File: src/rtl/collision_pkg.sv
// Shared types for the collision engine: tile codes, result codes, FSM states
// and score constants.
package collision_pkg;

  typedef enum logic [1:0] {
    T_EMPTY = 2'd0,
    T_WALL  = 2'd1,
    T_DOT   = 2'd2,
    T_PILL  = 2'd3
  } tile_t;

  typedef enum logic [2:0] {
    CT_NONE       = 3'd0,
    CT_WALL       = 3'd1,
    CT_DOT        = 3'd2,
    CT_PILL       = 3'd3,
    CT_GHOST_KILL = 3'd4,
    CT_GHOST_EAT  = 3'd5
  } coll_t;

  typedef enum logic [2:0] {
    S_IDLE  = 3'd0,
    S_WAIT  = 3'd1,
    S_CHECK = 3'd2,
    S_WRITE = 3'd3,
    S_DONE  = 3'd4
  } state_t;

  localparam logic [19:0] SCORE_DOT   = 20'd10;
  localparam logic [19:0] SCORE_PILL  = 20'd50;
  localparam logic [19:0] SCORE_GHOST = 20'd200;
  localparam logic [19:0] SCORE_MAX   = 20'hFFFFF;

endpackage

File: src/rtl/collision_engine_power_timer.sv
// Power-pill countdown: a load adds PILL_TICKS (saturating at all-ones),
// otherwise the count decrements toward zero every cycle.
module power_timer #(
  parameter int              PWR_W      = 32,
  parameter longint unsigned PILL_TICKS = 64'd1500000000
) (
  input  logic             CLOCK_50,
  input  logic             reset,
  input  logic             load,
  output logic [PWR_W-1:0] ticks_out
);

  localparam int SUM_W = PWR_W + 1;
  localparam logic [PWR_W:0] ADD = SUM_W'(PILL_TICKS);

  logic [PWR_W:0] sum;

  // Extra carry bit detects overflow of the extended count
  assign sum = {1'b0, ticks_out} + ADD;

  always_ff @(posedge CLOCK_50 or negedge reset) begin
    if (!reset) begin
      ticks_out <= '0;
    end else if (load) begin
      ticks_out <= sum[PWR_W] ? '1 : sum[PWR_W-1:0];
    end else if (ticks_out != '0) begin
      ticks_out <= ticks_out - PWR_W'(1);
    end
  end

endmodule

File: src/rtl/collision_engine.sv
// Move-request collision checker with row read-modify-write on the map RAM.
// Define COLLISION_SCORE_EN to add the 20-bit saturating score output.
module collision_engine
  import collision_pkg::*;
#(
  parameter int              NUM_GHOSTS = 2,
  parameter int              MAP_COLS   = 40,
  parameter int              MAP_ROWS   = 30,
  parameter int              TILE_W     = 4,
  parameter int              RAM_RD_LAT = 2,
  parameter longint unsigned PILL_TICKS = 64'd1500000000,
  parameter int              PWR_W      = 32,
  localparam int X_W   = $clog2(MAP_COLS),
  localparam int Y_W   = $clog2(MAP_ROWS),
  localparam int GI_W  = (NUM_GHOSTS > 1) ? $clog2(NUM_GHOSTS) : 1,
  localparam int ROW_W = MAP_COLS * TILE_W
) (
  input  logic                     CLOCK_50,
  input  logic                     reset,
  input  logic                     start,
  input  logic [X_W-1:0]           pac_x,
  input  logic [Y_W-1:0]           pac_y,
  input  logic [NUM_GHOSTS*X_W-1:0] ghost_x,
  input  logic [NUM_GHOSTS*Y_W-1:0] ghost_y,
  output logic                     busy,
  output logic                     done,
  output logic [2:0]               collision_type,
  output logic [GI_W-1:0]          ghost_idx,
  output logic                     power_active,
  output logic [PWR_W-1:0]         power_ticks,
  output logic [15:0]              dots_eaten,
  output logic [Y_W-1:0]           ram_addr,
  output logic [ROW_W-1:0]         ram_wdata,
  output logic                     ram_wren,
  input  logic [ROW_W-1:0]         ram_rdata
`ifdef COLLISION_SCORE_EN
  ,
  output logic [19:0]              score
`endif
);

  localparam int CNT_W = $clog2(RAM_RD_LAT + 1);

  state_t                    state, next;
  logic [CNT_W-1:0]          wait_cnt;
  logic [X_W-1:0]            pac_x_r;
  logic [Y_W-1:0]            pac_y_r;
  logic [NUM_GHOSTS*X_W-1:0] gx_r;
  logic [NUM_GHOSTS*Y_W-1:0] gy_r;
  logic [ROW_W-1:0]          row_r;
  logic [TILE_W-1:0]         tile, tile_r;
  coll_t                     cls, res_type, ent_type;
  logic [GI_W-1:0]           hit_idx, res_ghost, ent_ghost;
  logic                      hit, oor, consume, is_wall, is_dot, is_pill, load;
  int                        tile_sh;

  assign oor = ({1'b0, pac_x} >= (X_W+1)'(MAP_COLS)) || ({1'b0, pac_y} >= (Y_W+1)'(MAP_ROWS));

  // Column 0 sits at the MSBs, so the shift counts from the right-hand end
  assign tile_sh = (MAP_COLS - 1 - int'(pac_x_r)) * TILE_W;
  assign tile    = TILE_W'(ram_rdata >> tile_sh);
  assign is_wall = (tile == TILE_W'(T_WALL));
  assign is_dot  = (tile == TILE_W'(T_DOT));
  assign is_pill = (tile == TILE_W'(T_PILL));

  always_comb begin
    hit     = 1'b0;
    hit_idx = '0;
    // Descending scan so the lowest matching ghost wins
    for (int g = NUM_GHOSTS - 1; g >= 0; g--) begin
      if (gx_r[g*X_W +: X_W] == pac_x_r && gy_r[g*Y_W +: Y_W] == pac_y_r) begin
        hit     = 1'b1;
        hit_idx = GI_W'(g);
      end
    end
  end

  always_comb begin
    cls = CT_NONE;
    if (hit)          cls = (power_active || is_pill) ? CT_GHOST_EAT : CT_GHOST_KILL;
    else if (is_wall) cls = CT_WALL;
    else if (is_dot)  cls = CT_DOT;
    else if (is_pill) cls = CT_PILL;
    consume = (cls == CT_DOT) || (cls == CT_PILL) ||
              ((cls == CT_GHOST_EAT) && (is_dot || is_pill));
  end

  always_comb begin
    next = state;
    case (state)
      S_IDLE:  if (start) next = oor ? S_DONE : S_WAIT;
      S_WAIT:  if (wait_cnt == CNT_W'(RAM_RD_LAT - 1)) next = S_CHECK;
      S_CHECK: next = consume ? S_WRITE : S_DONE;
      S_WRITE: next = S_DONE;
      S_DONE:  next = S_IDLE;
      default: next = S_IDLE;
    endcase
  end

  always_comb begin
    ent_type  = res_type;
    ent_ghost = res_ghost;
    if (state == S_IDLE) begin
      ent_type  = CT_WALL;
      ent_ghost = '0;
    end else if (state == S_CHECK) begin
      ent_type  = cls;
      ent_ghost = hit_idx;
    end
  end

  always_ff @(posedge CLOCK_50 or negedge reset) begin
    if (!reset) begin
      state          <= S_IDLE;
      wait_cnt       <= '0;
      res_type       <= CT_NONE;
      res_ghost      <= '0;
      collision_type <= CT_NONE;
      ghost_idx      <= '0;
      dots_eaten     <= '0;
      ram_addr       <= '0;
    end else begin
      state <= next;
      case (state)
        S_IDLE: if (start) begin
          wait_cnt <= '0;
          if (!oor) ram_addr <= pac_y;
        end
        S_WAIT:  wait_cnt <= wait_cnt + CNT_W'(1);
        S_CHECK: begin
          res_type  <= cls;
          res_ghost <= hit_idx;
        end
        S_WRITE: if (dots_eaten != 16'hFFFF) dots_eaten <= dots_eaten + 16'd1;
        default: ;
      endcase
      if (next == S_DONE && state != S_DONE) begin
        collision_type <= ent_type;
        ghost_idx      <= ent_ghost;
      end
    end
  end

  // Request capture and row latch: pure data, no reset needed
  always_ff @(posedge CLOCK_50) begin
    if (state == S_IDLE && start) begin
      pac_x_r <= pac_x;
      pac_y_r <= pac_y;
      gx_r    <= ghost_x;
      gy_r    <= ghost_y;
    end
    if (state == S_CHECK) begin
      row_r  <= ram_rdata;
      tile_r <= tile;
    end
  end

  assign busy      = (state != S_IDLE);
  assign done      = (state == S_DONE);
  assign ram_wren  = (state == S_WRITE);
  assign ram_wdata = row_r & ~(ROW_W'({TILE_W{1'b1}}) << tile_sh);
  assign load      = (state == S_WRITE) && (tile_r == TILE_W'(T_PILL));

  power_timer #(.PWR_W(PWR_W), .PILL_TICKS(PILL_TICKS)) u_power (
    .CLOCK_50  (CLOCK_50),
    .reset     (reset),
    .load      (load),
    .ticks_out (power_ticks)
  );

  assign power_active = (power_ticks != '0);

`ifdef COLLISION_SCORE_EN
  logic [1:0]  eat_k;
  logic [19:0] pts;
  logic [20:0] score_sum;

  always_comb begin
    pts = '0;
    if (state == S_DONE) begin
      case (collision_type)
        CT_DOT:       pts = SCORE_DOT;
        CT_PILL:      pts = SCORE_PILL;
        CT_GHOST_EAT: pts = SCORE_GHOST << eat_k;
        default:      pts = '0;
      endcase
    end
    score_sum = {1'b0, score} + {1'b0, pts};
  end

  always_ff @(posedge CLOCK_50 or negedge reset) begin
    if (!reset) begin
      score <= '0;
      eat_k <= '0;
    end else begin
      score <= score_sum[20] ? SCORE_MAX : score_sum[19:0];
      if (state == S_DONE && collision_type == CT_GHOST_EAT) begin
        if (eat_k != 2'd3) eat_k <= eat_k + 2'd1;
      end else if (!power_active) begin
        eat_k <= '0;
      end
    end
  end
`endif

endmodule

File: config.mk
export PLATFORM = sky130hd
export DESIGN_NAME = collision_engine
export DESIGN_NICKNAME = d
export VERILOG_FILES = /design/src/rtl/collision_pkg.sv /design/src/rtl/collision_engine_power_timer.sv /design/src/rtl/collision_engine.sv
export SDC_FILE = /design/constraint.sdc
export NUM_CORES = 1
export LEC_CHECK = 0
export ABC_AREA = 1
export ABC_CLOCK_PERIOD_IN_PS = 17400
export CAP_MARGIN = 30
export CORE_MARGIN = 2
export CORE_UTILIZATION = 48
export DETAILED_ROUTE_END_ITERATION = 10
export PLACE_DENSITY = 0.81
export SLEW_MARGIN = 5
export SYNTH_ARGS = -nofsm -noshare
export SYNTH_HDL_FRONTEND = slang
export SYNTH_HIERARCHICAL = 1
export SYNTH_SLANG_ARGS = --single-unit
File: constraint.sdc
create_clock -name CLOCK_50 -period 17.4 [get_ports CLOCK_50]
set_input_delay 1.74 -clock CLOCK_50 [delete_from_list [all_inputs] [get_ports CLOCK_50]]
set_output_delay 1.74 -clock CLOCK_50 [all_outputs]
set_load 0.01 [all_outputs]
==> summary.txt <==
Result of the run = finished clean
Maximum clock path buffer count = 3
Number of cells on the worst reg-to-reg path = 17
Floorplan die width = 177 µm
DRC violation count after routing = 0
Setup Total Neg Slack = 0 ns
Gpl congestion = 0.943
Vias in the first global route = 13,700
Number of placed cells counting well taps = 2,530
FF+latch count, synth = 263
VDD IR-drop max = 0.0787 mV
Portion of total power attributed to the clock network = 0.241
Post-route ant nets = 0
Critical path capture point type = output port
Final Slew Violations = 0
Yosys warning total = 6
Number of search-and-repair iterations in the first detailed-routing pass = 9
Net switching power of the design = 999 µW
Root buffer cell = clkbuf_16
Synthesized instance count = 1,768
Internal = 1600 µW
Post-route non-filler standard cell count = 2,589
Minimum clock period = 7.16 ns
Vias after detailed routing = 14,100
Final Instance Area = 19,800 µm²
Category of the critical setup timing path = flip-flop to output port
Switching Share = 0.384
Area enclosed by the die boundary = 31,400 µm²
Vias per cell = 5.44
Net Count, Synth = 1,970
Register-to-register setup slack = 13.12 ns
Cell row count = 63
Core region area = 29,600 µm²
# nets final = 2,374
Area taken by flip-flops and latches = 7570 µm²
Post-CTS repair timing setup buffer count = 0
RSZ-0062 raised after global routing = false
Share of total power in combinational logic = 0.393
Initial antenna violation count = 8
Maximum clock frequency = 0.140 GHz
Post-DP HPWL = 41,800 µm
Leakage component of the power = 0.00840 µW
Flip-flop cell with the highest count after synthesis = edfxtp_1
Type of the most critical hold path = flip-flop to flip-flop
Die H = 177 µm
Total gr overflow = 0
Slew headroom = 0.361
Max cap viols = 0
PD cells = 131 nW/µm²
Worst-path clk slew = 0.06 ns
Final setup fails = 0
Transition at the pin with the smallest max-transition slack = 0.951 ns
EDFF count, synth = 197
GRT Util Overall = 0.342
Routed Wire Length = 54,800 µm
Area used by multi-input combinational logic = 5500 µm²
Number of I/O pins = 417
Max H-tree Level = 1
Worst stage delay on the critical path = 0.97 ns
Worst-path cell with the longest stage delay = edfxtp_1
Maximum number of pins on one net before global-route repair = 74
First-pass GRT wire length = 80,500 µm
Cts hold-fix bufs = 0
Share of cells above drive strength 1 = 0.0506
Port Buffers = 416
Standard cell area after detailed placement = 18,900 µm²
Number of design-rule violations left by the first detailed-router iteration = 1,540
Cell variety after synth = 45
Leading cell types in the layout, fill and taps excluded = clkdlybuf4s50_1, nand2_1, nor2_1
Area of the mapped netlist = 14,400 µm²
Total clock buffers created by CTS = 29
Cell type with the highest aggregate area in the netlist = edfxtp_1
Mean Syn Cell Area = 8.13 µm²
Proportion of synthesized chip area in sequential cells = 0.526
Gates resized, CTS repair = 0
Skew-Pair Late Insertion Delay = 0.57 ns
Largest cells by area after synthesis = edfxtp_1, dfrtp_1, nand2_1, nor2_1, nand3_1
Hold Fails Final Rpt = 0
Sequential fraction of design power = 0.366
Leading cell type in the layout, fill and taps excluded = clkdlybuf4s50_1
Post-DR wirelength/cell = 21.2 µm
Clock Sink Count = 263
Area share of the largest cell type after synthesis = 0.411
Data arrival time of the worst path = 5.42 ns
Filler Cell Count = 2,399
Proportion of synthesized flip-flops having asynchronous set or reset = 0.251
Initial Utilization = 0.486
Worst Hold Depth = 2
CP startpoint kind = flip-flop
Final period utilization = 0.412
Most frequent cell on the critical path = nor2_1
CP Max Fanout = 22
Setup Skew = 0.0135 ns
Area grow syn2layout = 38.0%
Crit path cell chain = clkinv_1 > ha_1 > xnor2_1 > inv_1 > nor2_1 > nand2_1 > nor2_1 > nor2_1 > clkdlybuf4s50_1
Clock tree from TritonCTS = built
Critical Path RT = 15.66 ns
==> synthesized netlist by cell type, types with 6 or more instances <==
library cell and n:
inv_1 254, nor2_4 6, or2_2 6, nor2_2 8
buf_6 8, nand2_1 377, nor3_1 24, ha_1 6
nor2_1 331, edfxtp_1 197, a21oi_1 25, o21ai_1 7
nand2_2 8, nand4_1 24, xnor2_1 12, xor2_1 30
dfrtp_1 66, clkbuf_1 18, inv_2 11, buf_2 20
nand3_1 227, nor4_1 11, buf_4 6, o21ai_0 42
==> per-layer routing <==
metal | global-route usage | up-vias | routed length, µm
met5 | 0 | - | 49
met4 | 0.180 | 8 | 3210
met3 | 0.0788 | 180 | 5900
met2 | 0.562 | 882 | 25400
met1 | 0.419 | 6509 | 20200
li1 | - | 6500 | -
==> sequential cells by signal, summed over array words and instances (netlist names), 3 cells and up <==
signal             flops
row_r                160
u_power/ticks_out     32
dots_eaten            16
gx_r                  12
gy_r                  10
pac_x_r                6
pac_y_r                5
ram_addr               5
tile_r                 4
collision_type         3
res_type               3
state                  3
==> per-stage QoR <==
step | hold WS [ns] | power [µW] | util | setup WS [ns]
2_1_floorplan | 0.444 | 1540 | - | 3.08
3_3_place_gp | 0.461 | 1930 | 0.636 | 11.26
3_5_place_dp | 0.466 | 1960 | 0.638 | 11.01
4_1_cts | 0.479 | 2590 | 0.670 | 10.38
5_1_grt | 0.489 | 2730 | 0.671 | 9.90
6_report | 0.485 | 2600 | 0.671 | 10.24
==> logic make-up (layout without fill, tap and decap cells) <==
kind of cell	count (synthesis)	in the layout	synth area share
simple gates	1041	1041	0.314
buf+inv	325	752	0.0924
flops	263	263	0.526
compound gates	86	86	0.0327
xor+xnor	42	42	0.0256
fa+ha+maj	6	6	0.00522
mux	5	5	0.00392
other cells	0	4	0
==> area by class of cell <==
cell class | count | area share
diodes | 4 | 0.000504
clock buffers | 39 | 0.0385
clock inverters | 15 | 0.00914
inverters | 267 | 0.0505
multi-input cells | 1180 | 0.277
flip-flops and latches | 263 | 0.381
well taps | 390 | 0.0246
repair buffers | 431 | 0.219
==> worst max-delay path: cells and delay by family (launching register included) <==
family	cells	cell delay, ns
flops	1	0.97
buf+inv	3	1.46
xor+xnor	1	0.50
fa+ha+maj	1	0.44
simple gates	4	1.48
==> final timing paths <==
check,end,start
worst max-delay path,ram_wdata[80],pac_x_r[3]$_DFFE_PP_
worst min-delay path,res_type[0]$_DFF_PN0_,res_type[0]$_DFF_PN0_
worst max register to register,collision_type[0]$_DFFE_PN0P_,pac_x_r[3]$_DFFE_PP_
worst min register to register,res_type[0]$_DFF_PN0_,res_type[0]$_DFF_PN0_
max in group asynchronous,dots_eaten[7]$_DFFE_PN0P_,reset
min in group asynchronous,u_power/ticks_out[27]$_DFFE_PN0P_,reset
==> power by group through the flow <==
stage	clock, µW	sequential, µW	combinational (µW)
final	627	950	1020
after global routing	654	964	1110
after CTS	632	948	1010
after detailed placement	0	959	1000
after global placement	0	958	975
after floorplan	0	957	578
(Power assumes the default switching activity.)
